### config.mk
export PLATFORM = sky130hd
export DESIGN_NAME = keccak_padder
export DESIGN_NICKNAME = d
export VERILOG_FILES = /design/src/rtl/keccak_pkg.sv /design/src/rtl/padder_last_word.sv /design/src/rtl/keccak_padder.sv
export SDC_FILE = /design/constraint.sdc
export NUM_CORES = 1
export LEC_CHECK = 0
export ABC_AREA = 1
export CORE_AREA = 2 2 254 256
export CTS_CLUSTER_SIZE = 8
export DETAILED_ROUTE_END_ITERATION = 10
export DIE_AREA = 0 0 256 258
export DONT_BUFFER_PORTS = 1
export PLACE_DENSITY_LB_ADDON = 0.15
export SETUP_SLACK_MARGIN = 0.2
export SLEW_MARGIN = 40
export SYNTH_ARGS = -nofsm -noshare
export SYNTH_HDL_FRONTEND = slang
export SYNTH_SLANG_ARGS = --single-unit
### constraint.sdc
create_clock -name clk -period 4.1 [get_ports clk]
set_input_delay 0.615 -clock clk [delete_from_list [all_inputs] [get_ports clk]]
set_output_delay 0.615 -clock clk [all_outputs]
set_load 0.01 [all_outputs]
### src/rtl/keccak_pkg.sv
// Shared constants and state type for the Keccak rate-block padder.
// Macro KECCAK_PADDER_SHA3_DOMAIN_EN selects the SHA3 domain pad byte (0x06) instead of 0x01.
package keccak_pkg;

    localparam int unsigned RATE_BITS  = 576;
    localparam int unsigned RATE_WORDS = 9;
    localparam int unsigned WORD_W     = 64;

    localparam logic [7:0] PAD_FIRST_KECCAK = 8'h01;
    localparam logic [7:0] PAD_FIRST_SHA3   = 8'h06;
    localparam logic [7:0] PAD_LAST         = 8'h80;

`ifdef KECCAK_PADDER_SHA3_DOMAIN_EN
    localparam logic [7:0] PAD_FIRST = PAD_FIRST_SHA3;
`else
    localparam logic [7:0] PAD_FIRST = PAD_FIRST_KECCAK;
`endif

    typedef enum logic [1:0] {FILL, PAD, WAIT_LAST, DONE} state_e;

endpackage

### src/rtl/padder_last_word.sv
// Builds a padded word: keeps bytes below i_byte_num, optionally inserts the first pad byte,
// and ORs in the closing 0x80 when the word is the last of the rate block.
module padder_last_word
    import keccak_pkg::*;
(
    input  logic [WORD_W-1:0] i_word,
    input  logic [2:0]        i_byte_num,
    input  logic              i_add_pad,
    input  logic              i_last_in_block,
    output logic [WORD_W-1:0] o_word
);

    logic [WORD_W-1:0] w_body;

    // Byte 0 sits in the most significant lane.
    for (genvar g = 0; g < 8; g++) begin : g_byte
        assign w_body[WORD_W-1-8*g -: 8] =
            (3'(g) < i_byte_num)                   ? i_word[WORD_W-1-8*g -: 8] :
            (i_add_pad && (3'(g) == i_byte_num))   ? PAD_FIRST :
                                                     8'h00;
    end

    assign o_word = w_body | {{(WORD_W-8){1'b0}}, (i_last_in_block ? PAD_LAST : 8'h00)};

endmodule

### src/rtl/keccak_padder.sv
// Collects 64-bit words into a 576-bit rate block, applies pad10*1 and hands blocks to the
// permutation via out_ready/f_ack. Build option: KECCAK_PADDER_SHA3_DOMAIN_EN (see keccak_pkg).
module keccak_padder #(
    parameter int unsigned WORD_W     = 64,
    parameter int unsigned RATE_WORDS = 9
) (
    input  logic                         clk,
    input  logic                         reset,
    input  logic [WORD_W-1:0]            in,
    input  logic                         in_ready,
    input  logic                         is_last,
    input  logic [2:0]                   byte_num,
    output logic                         buffer_full,
    output logic [RATE_WORDS*WORD_W-1:0] out,
    output logic                         out_ready,
    input  logic                         f_ack
);
    import keccak_pkg::*;

    if (WORD_W != 64 || RATE_WORDS * WORD_W != keccak_pkg::RATE_BITS) begin : g_param_check
        $error("keccak_padder: WORD_W must be 64 and RATE_WORDS*WORD_W must be 576");
    end

    localparam int unsigned CNT_W = $clog2(RATE_WORDS + 1);
    localparam int unsigned BLK_W = RATE_WORDS * WORD_W;

    state_e             r_state;
    logic [CNT_W-1:0]   r_count;
    logic [BLK_W-1:0]   r_out;

    logic               w_full;
    logic               w_accept;
    logic               w_in_pad;
    logic               w_last_in_block;
    logic [WORD_W-1:0]  w_src_word;
    logic [2:0]         w_src_bytes;
    logic [WORD_W-1:0]  w_pad_word;
    logic [WORD_W-1:0]  w_fill_word;

    assign w_full          = (r_count == CNT_W'(RATE_WORDS));
    assign w_last_in_block = (r_count == CNT_W'(RATE_WORDS - 1));
    assign w_in_pad        = (r_state == PAD);
    assign w_accept        = in_ready & ~w_full & (r_state == FILL);

    // Generated PAD words are an all-zero source with no pad byte inserted.
    assign w_src_word  = w_in_pad ? '0 : in;
    assign w_src_bytes = w_in_pad ? 3'd0 : byte_num;

    padder_last_word u_last_word (
        .i_word          (w_src_word),
        .i_byte_num      (w_src_bytes),
        .i_add_pad       (~w_in_pad),
        .i_last_in_block (w_last_in_block),
        .o_word          (w_pad_word)
    );

    assign w_fill_word = is_last ? w_pad_word : in;

    always_ff @(posedge clk) begin
        if (reset) begin
            r_state <= FILL;
            r_count <= '0;
            r_out   <= '0;
        end else begin
            case (r_state)
                FILL: begin
                    if (w_full) begin
                        if (f_ack) r_count <= '0;
                    end else if (w_accept) begin
                        r_out   <= {r_out[BLK_W-WORD_W-1:0], w_fill_word};
                        r_count <= r_count + 1'b1;
                        if (is_last) r_state <= w_last_in_block ? WAIT_LAST : PAD;
                    end
                end
                PAD: begin
                    r_out   <= {r_out[BLK_W-WORD_W-1:0], w_pad_word};
                    r_count <= r_count + 1'b1;
                    if (w_last_in_block) r_state <= WAIT_LAST;
                end
                WAIT_LAST: begin
                    if (w_full && f_ack) begin
                        r_count <= '0;
                        r_state <= DONE;
                    end
                end
                default: ;  // DONE: held until reset
            endcase
        end
    end

    assign out         = r_out;
    assign out_ready   = w_full;
    assign buffer_full = w_full;

endmodule

==> impl_metrics.xml <==
<?xml version="1.0" encoding="UTF-8"?>
<metrics>
  <group name="run_status">
    <metric name="outcome" unit="">finished clean</metric>
  </group>
  <group name="final_layout">
    <metric name="filler_cell_count" unit="">6710</metric>
    <metric name="layout.nets" unit="">2658</metric>
    <metric name="area_growth_syn_to_layout" unit="%">11.65</metric>
    <metric name="drive_above_1_share" unit="%">6.219</metric>
    <metric name="insertedDiodeCount" unit="">0</metric>
    <metric name="final_util" unit="%">36.89</metric>
  </group>
  <group name="timing">
    <metric name="grt_setup_unrepaired" unit="">no</metric>
    <metric name="layout_min_cycle_time" unit="ps">3003</metric>
    <metric name="clock_skew" unit="ps">23.90</metric>
    <metric name="setup_failing_eps_final" unit="">0</metric>
    <metric name="total_neg_setup_slack" unit="ps">0</metric>
    <metric name="finalCritPeriodShare" unit="%">73.25</metric>
    <metric name="relative_slew_slack" unit="%">40.61</metric>
    <metric name="tightestPinTransition" unit="ps">881.6</metric>
    <metric name="max_clock_freq" unit="GHz">0.3330</metric>
    <metric name="final_hold_viol_count" unit="">0</metric>
    <metric name="final-max-slew-violation-count" unit="">0</metric>
  </group>
  <group name="pwr">
    <metric name="maximum_resistive_drop_on_vdd" unit="V">0.0004753</metric>
    <metric name="power.switching_fraction" unit="%">42.13</metric>
    <metric name="clkPwrFrac" unit="%">27.1</metric>
    <metric name="pwr_density_cell" unit="mW/mm2">949.9</metric>
    <metric name="cell_internal_pwr" unit="W">0.01291</metric>
    <metric name="p_switching" unit="W">0.009396</metric>
    <metric name="seqPwrFrac" unit="%">48.4</metric>
    <metric name="cellLeakagePower" unit="nW">9.568</metric>
    <metric name="combinationalPowerShare" unit="%">24.5</metric>
  </group>
  <group name="setup_path">
    <metric name="worstRegToRegCells" unit="">9</metric>
    <metric name="rr_startpoint" unit="">r_state[1]</metric>
    <metric name="cp-end-kind" unit="">register</metric>
    <metric name="crit_path_start_kind" unit="">register</metric>
    <metric name="setup.worst_path.class" unit="">register to register</metric>
    <metric name="critical_path_peak_fanout" unit="">167</metric>
    <metric name="worst_ep_arrival_time" unit="ps">3530</metric>
    <metric name="worstPathRequired" unit="ps">4630</metric>
    <metric name="r2r-end" unit="">out[503]</metric>
    <metric name="reg2reg_slack" unit="ps">1100</metric>
  </group>
  <group name="hold_path">
    <metric name="timing.hold.worst.start" unit="">reset</metric>
    <metric name="worstHoldPathType" unit="">input port to register</metric>
    <metric name="min_to" unit="">out[38]</metric>
    <metric name="hold-path-cell-count" unit="">1</metric>
  </group>
  <group name="logic_synthesis">
    <metric name="syn_inst_count" unit="">2670</metric>
    <metric name="synth.yosys.seq_area_share" unit="%">55.40</metric>
    <metric name="synthDominantCellAreaShare" unit="%">55.40</metric>
    <metric name="synthTopCellsByArea" unit="">dfxtp_1 55%, nor2_1 19%, o21ai_0 13%</metric>
    <metric name="post_synthesis_cell_area" unit="mm2">0.02103</metric>
    <metric name="synth.net_count" unit="">2750</metric>
    <metric name="yosys.cell_types.count" unit="">29</metric>
    <metric name="synth-warning-count" unit="">0</metric>
    <metric name="syn_avg_cell_area" unit="um2">7.877</metric>
    <metric name="register_bit_count_reported_by_yosys" unit="">582</metric>
    <metric name="synth_area_leader_cell" unit="">dfxtp_1</metric>
  </group>
  <group name="global_route">
    <metric name="vias_in_the_first_global_route" unit="">15950</metric>
    <metric name="grt.total_usage" unit="%">20.28</metric>
    <metric name="antenna_found_initial" unit="">0</metric>
    <metric name="grt_first_pass_wirelength" unit="um">104400</metric>
    <metric name="grt_max_degree" unit="">171</metric>
    <metric name="grt_overflow_total" unit="">0</metric>
  </group>
  <group name="detailed_routing">
    <metric name="detail_route.iter0.violations" unit="">1290</metric>
    <metric name="post_drt_wl_per_cell" unit="um">20.30</metric>
    <metric name="route.vias.total" unit="">16920</metric>
    <metric name="detail_route.vias_per_cell" unit="">4.913</metric>
    <metric name="remaining_drc_errors" unit="">0</metric>
    <metric name="dr.pass1.iters" unit="">5</metric>
    <metric name="wirelength" unit="um">69930</metric>
    <metric name="route.antenna.remaining_nets" unit="">0</metric>
  </group>
  <group name="clocking">
    <metric name="clkSlewWorstSetupHoldPaths" unit="ps">50</metric>
    <metric name="later_pin_clock_latency_in_the_skew_report" unit="ps">610</metric>
    <metric name="number_of_buffers_inserted_to_repair_setup_after_cts" unit="">0</metric>
    <metric name="numClockSinks" unit="">582</metric>
    <metric name="cts_tree" unit="">done</metric>
    <metric name="cts_made_buffers" unit="">83</metric>
    <metric name="postCtsResizedCells" unit="">0</metric>
    <metric name="cts_max_path_buffers" unit="">3</metric>
    <metric name="holdBufCountCts" unit="">0</metric>
    <metric name="cts_htree_levels" unit="">3</metric>
    <metric name="clk_root_buffer_cell" unit="">clkbuf_16</metric>
  </group>
  <group name="job">
    <metric name="timing.max_cap.violations" unit="">0</metric>
  </group>
  <group name="floorplanning">
    <metric name="num_rows" unit="">93</metric>
    <metric name="floorplan.core_area" unit="mm2">0.06365</metric>
    <metric name="die_area" unit="mm2">0.06605</metric>
    <metric name="chipHeight" unit="um">258</metric>
    <metric name="initial_utilization" unit="%">33.04</metric>
    <metric name="dieWidth" unit="um">256</metric>
    <metric name="ioPinCount" unit="">650</metric>
  </group>
  <group name="placed_design">
    <metric name="numPortBuffers" unit="">0</metric>
    <metric name="routabilityCongestion" unit="">0.8922</metric>
    <metric name="dp_hpwl" unit="um">49160</metric>
  </group>
</metrics>
## registers in the layout, indices dropped and copies added (netlist names)
register and cells:
r_count 4, out 576, r_state 2
## final cells by class
class | count | area [um2] | area share, %
timing repair buffer | 18 | 251.5 | 1.071
clock inverter | 7 | 126.4 | 0.5382
sequential | 582 | 11650 | 49.62
tap | 855 | 1070 | 4.556
clock buffer | 89 | 2110 | 8.984
multi-input combinational | 1843 | 8061 | 34.33
inverter | 50 | 211.5 | 0.9005
## power by group through the flow
stage | Sequential, W | Combinational (W) | Clock [W]
finish | 0.0108 | 0.00546 | 0.00604
global route | 0.0110 | 0.00642 | 0.00646
CTS | 0.0108 | 0.00549 | 0.00622
detailed placement | 0.0110 | 0.00548 | 0
global placement | 0.0109 | 0.00535 | 0
floorplan | 0.00967 | 0.00490 | 0
## synthesized netlist by cell type
library cell  number
buf_8              2
clkbuf_1          67
nand3_1           54
and2_1             1
clkbuf_2           1
buf_4             55
nand2_8            1
inv_1             47
a21oi_1           61
inv_4              1
nor2_1          1046
nand3_4            1
inv_2              2
nand2_4            1
a21boi_0           1
a22oi_1            1
buf_2             57
o21ai_0          539
a21oi_2           20
o21ai_1           13
dfxtp_1          582
nand2_2           22
ha_1               8
xor2_1             1
buf_12             1
nand2_1           67
nor2_4             1
buf_6             12
nand4_1            5
## through the flow
step           worst slack [ps]  hold WS (ps)  std cells  total power (W)  cell area, um2
2_1_floorplan              2424         472.6       2670          0.01458           21030
3_3_place_gp               1322         488.9       3348          0.01626           21230
3_5_place_dp               1201         490.0       3348          0.01645           21250
4_1_cts                    1176         26.61       3444          0.02256           23480
5_1_grt                   820.3         38.58       3444          0.02390           23480
6_report                   1097         72.05       3444          0.02230           23480
## per-layer routing
layer / part of all wire, % / up-vias / wire length (um) / track usage [%]
li1: - / 8412 / - / -
met1: 43 / 7764 / 30020 / 25.24
met2: 45 / 590 / 31180 / 31.57
met3: 8.2 / 153 / 5755 / 6.851
met4: 4.2 / 0 / 2970 / 9.682
met5: 0 / - / 0 / 0
## logic make-up after synthesis
| logic type | Yosys count | share of synthesized area [%] |
|---|---|---|
| and+or+nand+nor | 1199 | 22.27 |
| AOI/OAI and AO/OA | 635 | 15.49 |
| DFF | 582 | 55.40 |
| buffers and inverters | 245 | 6.324 |
| adders and majority gates | 8 | 0.4760 |
| xor gates and xnor gates | 1 | 0.04165 |
## worst max-delay path, cell delays in order (launching register included)
cell and delay (ps):
dfxtp_1 330, inv_1 100, ha_1 400, inv_1 160, nand2_1 190, nand2_8 300, inv_16 510, buf_12 450
nor2_1 80, nor2_1 110
## placed cells by master (no fill, tap or decap)
master     count
nor2_1      1046
dfxtp_1      582
o21ai_0      537
clkbuf_16     83
nand2_1       67
a21oi_1       61
nand3_1       54
inv_1         47
nand2_2       22
a21oi_2       20
o21ai_1       12
buf_12         9
ha_1           8
buf_4          8
nand4_1        5
clkbuf_1       5
o21ai_2        3
inv_16         2
clkinv_8       2
clkinv_16      2
inv_2          1
nand3_4        1
nand2_4        1
nand2_8        1
inv_8          1
nor2_4         1
and2_1         1
a21boi_0       1
a22oi_1        1
xor2_1         1
clkbuf_8       1
inv_6          1
clkinv_2       1
buf_6          1
## worst max path at each step
stage / cells after the start / start / to
floorplan: 9 / r_state[1] / out[49]
global placement: 9 / r_state[1] / out[544]
detailed placement: 9 / r_state[1] / out[554]
CTS: 9 / r_state[1] / out[554]
global route: 8 / r_state[0] / out[503]
finish: 9 / r_state[1] / out[503]
No activity file was read; power rests on OpenSTA's default activity.
